### src/rtl/rx_bit_timer.sv
// Bit-period timer and bit-unstuffer for the serial receive path.
// Drives shift_enable for the receive shift register and flags byte completion and stuffing errors.
module rx_bit_timer #(
  parameter int unsigned CLKS_PER_BIT  = 8,
  parameter int unsigned SAMPLE_POINT  = 3,
  parameter int unsigned BITS_PER_BYTE = 8,
  parameter int unsigned STUFF_RUN     = 6
) (
  input  logic clk,
  input  logic rst,
  input  logic enable_timer,
  input  logic d_orig,
  input  logic resync,
  output logic shift_enable,
  output logic byte_received,
  output logic stuff_error
);

  localparam int unsigned CNT_W  = (CLKS_PER_BIT  > 1) ? $clog2(CLKS_PER_BIT)  : 1;
  localparam int unsigned BIT_W  = (BITS_PER_BYTE > 1) ? $clog2(BITS_PER_BYTE) : 1;
  localparam int unsigned ONES_W = (STUFF_RUN     > 0) ? $clog2(STUFF_RUN + 1) : 1;

  logic [CNT_W-1:0]  clk_cnt,  clk_cnt_nxt;
  logic [BIT_W-1:0]  bit_cnt,  bit_cnt_nxt;
  logic [ONES_W-1:0] ones_cnt, ones_cnt_nxt;
  logic              byte_pend, byte_pend_nxt;
  logic              shift_nxt, stuff_err_nxt;
  logic              sample, stuffed;

  // Next-state for counters and the pulses that follow a sample event
  always_comb begin
    clk_cnt_nxt   = clk_cnt;
    bit_cnt_nxt   = bit_cnt;
    ones_cnt_nxt  = ones_cnt;
    byte_pend_nxt = 1'b0;
    shift_nxt     = 1'b0;
    stuff_err_nxt = 1'b0;
    sample        = enable_timer && (clk_cnt == CNT_W'(SAMPLE_POINT));
    stuffed       = (ones_cnt == ONES_W'(STUFF_RUN));

    if (!enable_timer) begin
      clk_cnt_nxt  = '0;
      bit_cnt_nxt  = '0;
      ones_cnt_nxt = '0;
    end else begin
      // The resync cycle itself is phase 0, so the following cycle is phase 1
      if (resync) begin
        clk_cnt_nxt = CNT_W'(1);
      end else if (clk_cnt == CNT_W'(CLKS_PER_BIT - 1)) begin
        clk_cnt_nxt = '0;
      end else begin
        clk_cnt_nxt = clk_cnt + CNT_W'(1);
      end

      if (sample) begin
        if (stuffed) begin
          ones_cnt_nxt  = '0;
          stuff_err_nxt = d_orig;
        end else begin
          shift_nxt    = 1'b1;
          ones_cnt_nxt = d_orig ? (ones_cnt + ONES_W'(1)) : '0;
          if (bit_cnt == BIT_W'(BITS_PER_BYTE - 1)) begin
            bit_cnt_nxt   = '0;
            byte_pend_nxt = 1'b1;
          end else begin
            bit_cnt_nxt = bit_cnt + BIT_W'(1);
          end
        end
      end
    end
  end

  // byte_received trails the last shift by one cycle so the shift register has captured the bit
  always_ff @(posedge clk or posedge rst) begin
    if (rst) begin
      clk_cnt       <= '0;
      bit_cnt       <= '0;
      ones_cnt      <= '0;
      byte_pend     <= 1'b0;
      shift_enable  <= 1'b0;
      stuff_error   <= 1'b0;
      byte_received <= 1'b0;
    end else begin
      clk_cnt       <= clk_cnt_nxt;
      bit_cnt       <= bit_cnt_nxt;
      ones_cnt      <= ones_cnt_nxt;
      byte_pend     <= byte_pend_nxt;
      shift_enable  <= shift_nxt;
      stuff_error   <= stuff_err_nxt;
      byte_received <= byte_pend & enable_timer;
    end
  end

endmodule
### config.mk
export PLATFORM = sky130hd
export DESIGN_NAME = rx_bit_timer
export DESIGN_NICKNAME = d
export VERILOG_FILES = /design/src/rtl/rx_bit_timer.sv
export SDC_FILE = /design/constraint.sdc
export NUM_CORES = 1
export LEC_CHECK = 0
export ABC_AREA = 1
export CAP_MARGIN = 10
export CELL_PAD_IN_SITES_DETAIL_PLACEMENT = 1
export CELL_PAD_IN_SITES_GLOBAL_PLACEMENT = 1
export CORE_MARGIN = 4
export CORE_UTILIZATION = 35
export DETAILED_ROUTE_END_ITERATION = 7
export GPL_TIMING_DRIVEN = 0
export HOLD_SLACK_MARGIN = 0.15
export PLACE_DENSITY_LB_ADDON = 0.1
export SYNTH_ARGS = -nofsm -noshare
export SYNTH_HDL_FRONTEND = slang
export SYNTH_SLANG_ARGS = --single-unit
### constraint.sdc
create_clock -name clk -period 1.2 [get_ports clk]
set_input_delay 0.3 -clock clk [delete_from_list [all_inputs] [get_ports clk]]
set_output_delay 0.3 -clock clk [all_outputs]
set_load 0.01 [all_outputs]
== Word-level counts from Yosys, hierarchy flattened ==
Index checks and enable logic that the tools add are counted.

* Flip-flop bits (word level): 13
* Latch bits: 0
* Bits in writable memories: 0
* Memory bits (read-only): 0
* Input port bits: 5
* Output and inout port bits: 3
* Logic and storage cells: 40
* Memories kept: 0

* Add/sub/neg operators: 3
* Multiply operators: 0
* Div/mod/pow operators: 0
* Order comparisons: 0
* Eq/ne operators: 6
* Shifts and indexed selects: 0
* Mux-type cells: 21
* Bitwise gates (word level): 1
* Reduce and logical (&&, ||, !) cells: 2

{| class="wikitable"
|+ Operators with widths
! operator !! number
|-
| $mux W3 || 11
|-
| $mux W1 || 10
|-
| $add A3 B1 Y3 const B || 3
|-
| $eq A3 B3 Y1 const B || 3
|-
| $eq A3 B2 Y1 const B || 1
|-
| $ne A2 B1 Y1 const B || 1
|-
| $ne A2 B2 Y1 const B || 1
|-
| $reduce_and A2 Y1 || 1
|-
| $and A1 B1 Y1 || 1
|-
| $logic_and A1 B1 Y1 || 1
|}

== Depth between registers and ports, before layout ==
Gate-level depths: netlist of the first run.

* Depth in word-level cells: 5
* Mapped depth: 6

== Worst setup path after synthesis of the first run ==
No wires, ideal clock.

* Kind: reg2reg
* Start: register bit_cnt[0]
* End: register bit_cnt[0]
* Data arrival time: 1.127 ns
* Data required time: 1.117 ns
* Path slack: -0.009 ns
* Cell stages (with the launch flop): 5
* Buffers on the path: 0
* Period minus slack after synthesis: 1.209 ns
* Path through: dfrtp_1 ha_1 ha_1 or2_2 o21ai_0

* Cells in the longest elaborated chain, start to end: 5
* Elaborated cells between the ends (all ways): 6

{| class="wikitable"
|+ RTL lines
! what !! RTL line !! RTL
|-
| from (decl) || 24 || <nowiki>logic [BIT_W-1:0] bit_cnt, bit_cnt_nxt;</nowiki>
|-
| from (signal assigned) || 85 || <nowiki>bit_cnt <= bit_cnt_nxt;</nowiki>
|-
| $add A3 B1 Y3 or $eq A3 B3 Y1 (tied branches) || 66, 62 ||
|-
| $mux W3 * || 62 || <nowiki>if (bit_cnt == BIT_W'(BITS_PER_BYTE - 1)) begin</nowiki>
|-
| $mux W3 * || 56 || <nowiki>if (stuffed) begin</nowiki>
|-
| $mux W3 * || 55 || <nowiki>if (sample) begin</nowiki>
|-
| $mux W3 * || 41 || <nowiki>if (!enable_timer) begin</nowiki>
|}

Every way passes the cells marked *; elsewhere a longest branch is shown, timed or not. The select of a mux whose other input is x is not followed.
A chain may end at the register's enable or synchronous reset.

== Final worst setup path of the first run ==
* Start: register clk_cnt[0]
* End: register ones_cnt[2]

* Cells in the longest elaborated chain, start to end: 3

{| class="wikitable"
|+ RTL lines
! what !! RTL line !! RTL
|-
| from (decl) || 23 || <nowiki>logic [CNT_W-1:0] clk_cnt, clk_cnt_nxt;</nowiki>
|-
| from (signal assigned) || 84 || <nowiki>clk_cnt <= clk_cnt_nxt;</nowiki>
|-
| $eq A3 B2 Y1 || 38 || <nowiki>sample = enable_timer && (clk_cnt == CNT_W'(SAMPLE_POINT));</nowiki>
|-
| $logic_and A1 B1 Y1 || 38 ||
|-
| $ne A2 B1 Y1 (no line) || n/a ||
|-
| to (signal assigned) || 86 || <nowiki>ones_cnt <= ones_cnt_nxt;</nowiki>
|-
| to (decl) || 25 || <nowiki>logic [ONES_W-1:0] ones_cnt, ones_cnt_nxt;</nowiki>
|}

Every way passes these cells.

==> flow_summary_export.csv, run 1 <==
group,metric,value,unit
run_status,status,"complete, no violations",
timing,finalCritPeriodShare,99.26,%
timing,fmax,0.8395,GHz
die,io_pins,8,
worst_setup_path,cp.required,1420,ps
clock_network,clockBufferDepth,2,
final_layout,final_util,50.95,%
power_and_ir_drop,power_leakage,0.4136,nW
power_and_ir_drop,irDropWorstVdd,0.5525,mV
final_layout,drive_above_1_share,26.92,%
placed_design,gp_congestion,0.7112,
final_layout,final_cell_area,803.3,sq um
global_routing,grt_first_pass_wirelength,2001,um
placed_design,portBuffers,7,
worst_setup_path,r2r_setup_slack,9,ps
synthesis,synth_nets,75,
clock_network,ctsHoldBuffers,0,
final_layout,most-common-layout-cells,"16 x nand2_1, 13 x dfrtp_1, 6 x inv_1, 6 x nor2_1, 4 x buf_4",
timing,relSlewSlack,66.91,%
drt,viasPerCell,5.064,
clock_network,cts_tree,"done",
timing,finClkSkew,3.857,ps
final_layout,fillers,179,
drt,ant_nets,0,
die,start_util,38.65,%
timing,hold_viol_final,0,
synthesis,yosys_warnings,0,
global_routing,grt-ovfl-total,0,
worst_setup_path,worstSetupStartpoint,"clk_cnt[0]",
die,dieArea,0.002473,sq mm
worst_setup_path,ff2ff_path_depth,6,
synthesis,synth_mux_area_share,0,%
global_routing,grt_start_max_net_pins,14,
synthesis,synth_compound_area_share,5.133,%
synthesis,avgSynthCellArea,9.672,sq um
synthesis,synthSimpleGateAreaFrac,23.41,%
drt,first_pass_iters,2,
clock_network,cts-root-buf,"clkbuf_4",
global_routing,grt_usage,10.96,%
final_layout,syn_to_final_growth,31.83,%
synthesis,synth_fa_ha_area_share,14.37,%
drt,drc,0,
die,die_h,49.73,um
final_layout,diodes,0,
final_layout,final_nets,91,
timing,drv_slew,0,
clock_network,insertion_delay,280,ps
worst_setup_path,critPathArrivalTime,1410,ps
worst_setup_path,critPathLaunchType,"flop",
drt,routedWlPerCell,13.56,um
drt,num_vias,476,
synthesis,synth_xor_area_share,0,%
worst_setup_path,reg2reg_to,"ones_cnt[2]",
timing,fin_crit,1191,ps
final_layout,final_common_cell,"nand2_1",
worst_setup_path,reg2reg_from,"clk_cnt[0]",
synthesis,ys_ff_latch,13,
clock_network,clkSinkCount,13,
drt,routed_wl,1275,um
clock_network,htree_levels,1,
global_routing,antenna_found_initial,0,
synthesis,ys_seq_area_share,53.39,%
clock_network,numCtsBuffers,3,
timing,rsz0062_at_grt,"yes",
timing,setup-tns-final,0,ps
clock_network,clkTransAtPathRegs,80,ps
die,core,0.001577,sq mm
worst_setup_path,endpoint_kind,"flop",
synthesis,yosysUniqueCellTypes,12,
worst_setup_path,path_class,"reg2reg",
timing,tightest_slew,495.9,ps
die,row_count,14,
placed_design,hpwl,883.8,um
worst_hold_path,hold_path_class,"in2async",
synthesis,synth_top_family_by_area,"simple AND/OR/NAND/NOR gates",
placed_design,placed_cell_area,699.4,sq um
worst_setup_path,crit_end,"ones_cnt[2]",
worst_setup_path,path_max_fanout,4,
drt,initialDrtViolationCount,11,
global_routing,grt_pass1_vias,459,
die,die_w,49.73,um
synthesis,syn_inst,63,
job,drv_cap,0,
timing,setup_viol,0,
power_and_ir_drop,power_density,984.1,mW/mm^2
synthesis,synth.cell_area,609.3,sq um
==> cells by family after synthesis <==
logic type               Yosys count
AND/OR/NAND/NOR                   33
flip-flops                        13
adder cells (fa/ha/maj)            7
buffers and inverters              6
AO/OA/AOI/OAI                      4
==> cell type report <==
class | instances | area, sq um | share of cell area (%)
Sequential cell | 13 | 325.3 | 40.50
Multi-Input combinational cell | 44 | 320.3 | 39.88
Timing Repair Buffer | 11 | 88.84 | 11.06
Clock buffer | 4 | 26.28 | 3.271
Inverter | 6 | 22.52 | 2.804
Tap cell | 16 | 20.02 | 2.492
==> repair_timing <==
| action | 4_1_cts | 5_1_grt |
|---|---|---|
| resized for setup | 18 | 5 |
| pin swaps | 3 | 3 |
| setup buffers | 1 | 3 |
| hold endpoints to repair | 0 | 0 |
| setup endpoints to repair | 9 | 9 |
==> synthesized netlist by cell type <==
master   number  share of area [%]
or2_2         1                1.0
o21ai_0       3                2.5
a21oi_4       1                2.7
dfrtp_1      13                 53
nand2_1      17                 10
nand3_1       4                3.3
nor2_1        7                4.3
nor3b_1       2                2.5
ha_1          7                 14
inv_1         6                3.7
nor3_1        1               0.82
nand2_2       1                1.0
==> stage by stage <==
stage          total power [mW]  hold WS [ps]  setup slack (ps)  std cells
2_1_floorplan            0.4838         177.0             15.01         63
3_3_place_gp             0.5114         427.8            -343.1         86
3_5_place_dp             0.5129         444.1            -346.4         86
4_1_cts                  0.7955         367.9             5.749         91
5_1_grt                  0.8366         392.3            -76.53         94
6_report                 0.7905         340.9             8.873         94
==> worst min-delay path by stage <==
stage,end,slack [ps],from
2_1_floorplan,bit_cnt[0],180,rst
3_3_place_gp,byte_received,430,byte_pend
3_5_place_dp,byte_received,440,byte_pend
4_1_cts,byte_received,370,rst
5_1_grt,byte_received,390,rst
6_report,byte_received,340,rst
==> state kept, by name, indices dropped and copies added, names as in the netlist <==
signal and count:
bit_cnt 3, clk_cnt 3, ones_cnt 3, byte_pend 1, byte_received 1, shift_enable 1
stuff_error 1
==> power by group <==
| group | switching, mW | internal [mW] | total (mW) |
|---|---|---|---|
| Combinational | 0.0366 | 0.0315 | 0.0681 |
| Sequential | 0.00545 | 0.444 | 0.450 |
| Clock | 0.144 | 0.129 | 0.273 |
==> worst max-delay path, cell delays in order, from the launching register on <==
cell	delay, ps
dfrtp_1	400
ha_4	160
ha_4	180
nand2_4	70
a21oi_4	180
nand2_1	90
nand2_1	60
==> per-layer routing <==
layer / vias to the layer above / routed length (um) / global-route usage, %
li1: 230 / - / -
met5: - / 0 / 0
met1: 234 / 545 / 12.38
met3: 4 / 47 / 3.012
met2: 8 / 659 / 19.38
met4: 0 / 22 / 4.147
Power figures use the tool's default switching activity.
==> inputs of run 2 (changes only) <==
--- a/config.mk
+++ b/config.mk
@@ -11,6 +11,7 @@
 export CELL_PAD_IN_SITES_GLOBAL_PLACEMENT = 1
 export CORE_MARGIN = 4
 export CORE_UTILIZATION = 35
+export CTS_CLUSTER_SIZE = 12
 export DETAILED_ROUTE_END_ITERATION = 7
 export GPL_TIMING_DRIVEN = 0
 export HOLD_SLACK_MARGIN = 0.15
==> results of run 2 <==
Same layout as run 1: the final DEF is identical, and so are final timing and power.
==> inputs of run 3 (changes only) <==
--- a/config.mk
+++ b/config.mk
@@ -10,12 +10,13 @@
 export CELL_PAD_IN_SITES_DETAIL_PLACEMENT = 1
 export CELL_PAD_IN_SITES_GLOBAL_PLACEMENT = 1
 export CORE_MARGIN = 4
-export CORE_UTILIZATION = 35
+export CORE_UTILIZATION = 42
 export CTS_CLUSTER_SIZE = 12
 export DETAILED_ROUTE_END_ITERATION = 7
 export GPL_TIMING_DRIVEN = 0
 export HOLD_SLACK_MARGIN = 0.15
 export PLACE_DENSITY_LB_ADDON = 0.1
+export SKIP_LAST_GASP = 1
 export SYNTH_ARGS = -nofsm -noshare
 export SYNTH_HDL_FRONTEND = slang
 export SYNTH_SLANG_ARGS = --single-unit
==> constraint.sdc (replaced) <==
create_clock -name clk -period 1.5 [get_ports clk]
set_input_delay 0.375 -clock clk [delete_from_list [all_inputs] [get_ports clk]]
set_output_delay 0.375 -clock clk [all_outputs]
set_load 0.01 [all_outputs]
==> flow_summary_export.csv, run 3 (synthesis gave the netlist of run 1 again) <==
group,metric,value,unit
clock_network,cts-root-buf,"clkbuf_4",
timing,finalCritPeriodShare,87.35,%
power_and_ir_drop,power,0.6144,mW
timing,setup_viol,0,
timing,hold_viol_final,0,
worst_setup_path,path_buf_inv,0,
global_routing,grt_pass1_vias,522,
final_layout,final_common_cell,"nand2_1",
timing,rsz0062_at_grt,"no",
clock_network,insertion_delay,270,ps
worst_setup_path,max_stage_delay,400,ps
placed_design,portBuffers,7,
drt,ant_nets,0,
clock_network,ctsHoldBuffers,0,
power_and_ir_drop,irDropWorstVdd,0.4850,mV
global_routing,grt-ovfl-total,0,
placed_design,hpwl,970.1,um
drt,viasPerCell,5.090,
global_routing,grt_start_max_net_pins,14,
clock_network,clkTransAtPathRegs,70,ps
worst_setup_path,path_class,"reg2reg",
worst_setup_path,cp.required,1700,ps
worst_setup_path,endpoint_kind,"flop",
worst_setup_path,path_max_fanout,3,
timing,fin_crit,1310,ps
placed_design,gp_congestion,0.7244,
die,die_w,46.09,um
timing,fmax,0.7632,GHz
die,start_util,45.68,%
worst_hold_path,hold_path_class,"in2async",
drt,initialDrtViolationCount,3,
die,core,0.001334,sq mm
clock_network,cts_tree,"done",
placed_design,dp.cells,85,
worst_setup_path,ff2ff_path_depth,4,
global_routing,antenna_found_initial,0,
global_routing,grt_first_pass_wirelength,2201,um
die,row_count,13,
timing,finalWorstSetupSlack,189.7,ps
power_and_ir_drop,power_density,852.5,mW/mm^2
worst_setup_path,crit_family,"adder cells",
timing,finClkSkew,1.131,ps
power_and_ir_drop,power_leakage,0.3989,nW
die,io_pins,8,
clock_network,htree_levels,1,
worst_setup_path,crit_top_cell,"ha_1",
job,drv_cap,0,
die,die_h,46.09,um
final_layout,fillers,162,
clock_network,clkSinkCount,13,
die,dieArea,0.002124,sq mm
worst_setup_path,worstSetupStartpoint,"bit_cnt[0]",
drt,first_pass_iters,2,
placed_design,pre_cts_slack,-94.34,ps
final_layout,diodes,0,
run_status,status,"complete, no violations",
drt,routed_wl,1185,um
worst_setup_path,reg2reg_to,"bit_cnt[0]",
clock_network,clockBufferDepth,2,
drt,routedWlPerCell,13.31,um
worst_setup_path,critical_path.cell_chain,"ha_1, ha_1, or2_2, o21ai_0",
worst_setup_path,critPathLaunchType,"flop",
worst_setup_path,cp_num_cells,4,
worst_setup_path,crit_path_top_delay_cell,"dfrtp_1",
drt,num_vias,453,
final_layout,final_nets,87,
final_layout,instances_no_fill,89,
timing,drv_slew,0,
worst_setup_path,reg2reg_from,"bit_cnt[0]",
timing,relSlewSlack,67.56,%
clock_network,numCtsBuffers,3,
worst_setup_path,critPathArrivalTime,1510,ps
global_routing,grt_usage,15.89,%
timing,tightest_slew,486.0,ps
worst_setup_path,crit_end,"bit_cnt[0]",
worst_setup_path,r2r_setup_slack,190,ps
final_layout,syn_to_final_growth,18.28,%
drt,drc,0,
final_layout,drive_above_1_share,8.108,%
final_layout,most-common-layout-cells,"17 x nand2_1, 13 x dfrtp_1, 7 x nor2_1, 7 x ha_1, 6 x inv_1",
final_layout,largestRegisters,"bit_cnt (3), clk_cnt (3), ones_cnt (3)",
[run 3: changes by cell type in the layout (fill, tap and decap cells not counted), sizes merged]
cell,delta
buf,-4
clkbuf,-2
dlygate4sd2,+2
clkdlybuf4s15,-1
clkdlybuf4s50,+1
[run 3: timing repair]
| item | in CTS | in global routing |
|---|---|---|
| buffers inserted | 0 | 0 |
| endpoints found under the setup margin | 3 | 0 |
| resized for setup | 3 | 0 |
[run 3: power by group]
group / internal, mW / total (mW) / switching, mW
logic: 0.0190 / 0.0443 / 0.0253
clock network: 0.103 / 0.212 / 0.108
registers: 0.356 / 0.359 / 0.00300
[run 3: cell type report]
| class | instances | area, sq um | area share, % |
|---|---|---|---|
| clock buffers | 4 | 26.28 | 3.646 |
| inverters | 6 | 22.52 | 3.125 |
| multi-input cells | 44 | 261.5 | 36.28 |
| flip-flops and latches | 13 | 325.3 | 45.14 |
| well taps | 15 | 18.77 | 2.604 |
| repair buffers | 7 | 66.31 | 9.201 |
[run 3: worst reg2reg max path, delay by kind of cell, from the launching register on]
kind | cells | cell delay, ps
AOI/OAI and AO/OA | 1 | 150
DFF | 1 | 400
and+or+nand+nor | 1 | 280
adders and majority gates | 2 | 410
[run 3: worst min-delay path by stage]
stage,end,slack (ps),startpoint,cells after the start
floorplan,bit_cnt[0],250,rst,1
global placement,byte_received,420,byte_pend,2
detailed placement,byte_received,430,byte_pend,2
CTS,bit_cnt[2],430,rst,2
global route,clk_cnt[2],470,rst,2
finish,shift_enable,420,rst,2
[run 3: stage by stage]
stage          hold WS, ps  setup TNS (ps)  util (%)  area [sq um]
2_1_floorplan        252.0               0         -         609.3
3_3_place_gp         423.1          -281.8     52.35         698.2
3_5_place_dp         434.0          -237.8     52.35         698.2
4_1_cts              429.3               0     54.03         720.7
5_1_grt              466.3               0     54.03         720.7
6_report             419.3               0     54.03         720.7
[run 3: routing by layer]
metal | routed length, um | vias to the layer above | GRT usage [%]
met3 | 70 | 5 | 8.203
met5 | 0 | - | 0
li1 | - | 223 | -
met4 | 24 | 0 | 8.523
met2 | 622 | 8 | 26.37
met1 | 468 | 217 | 15.89
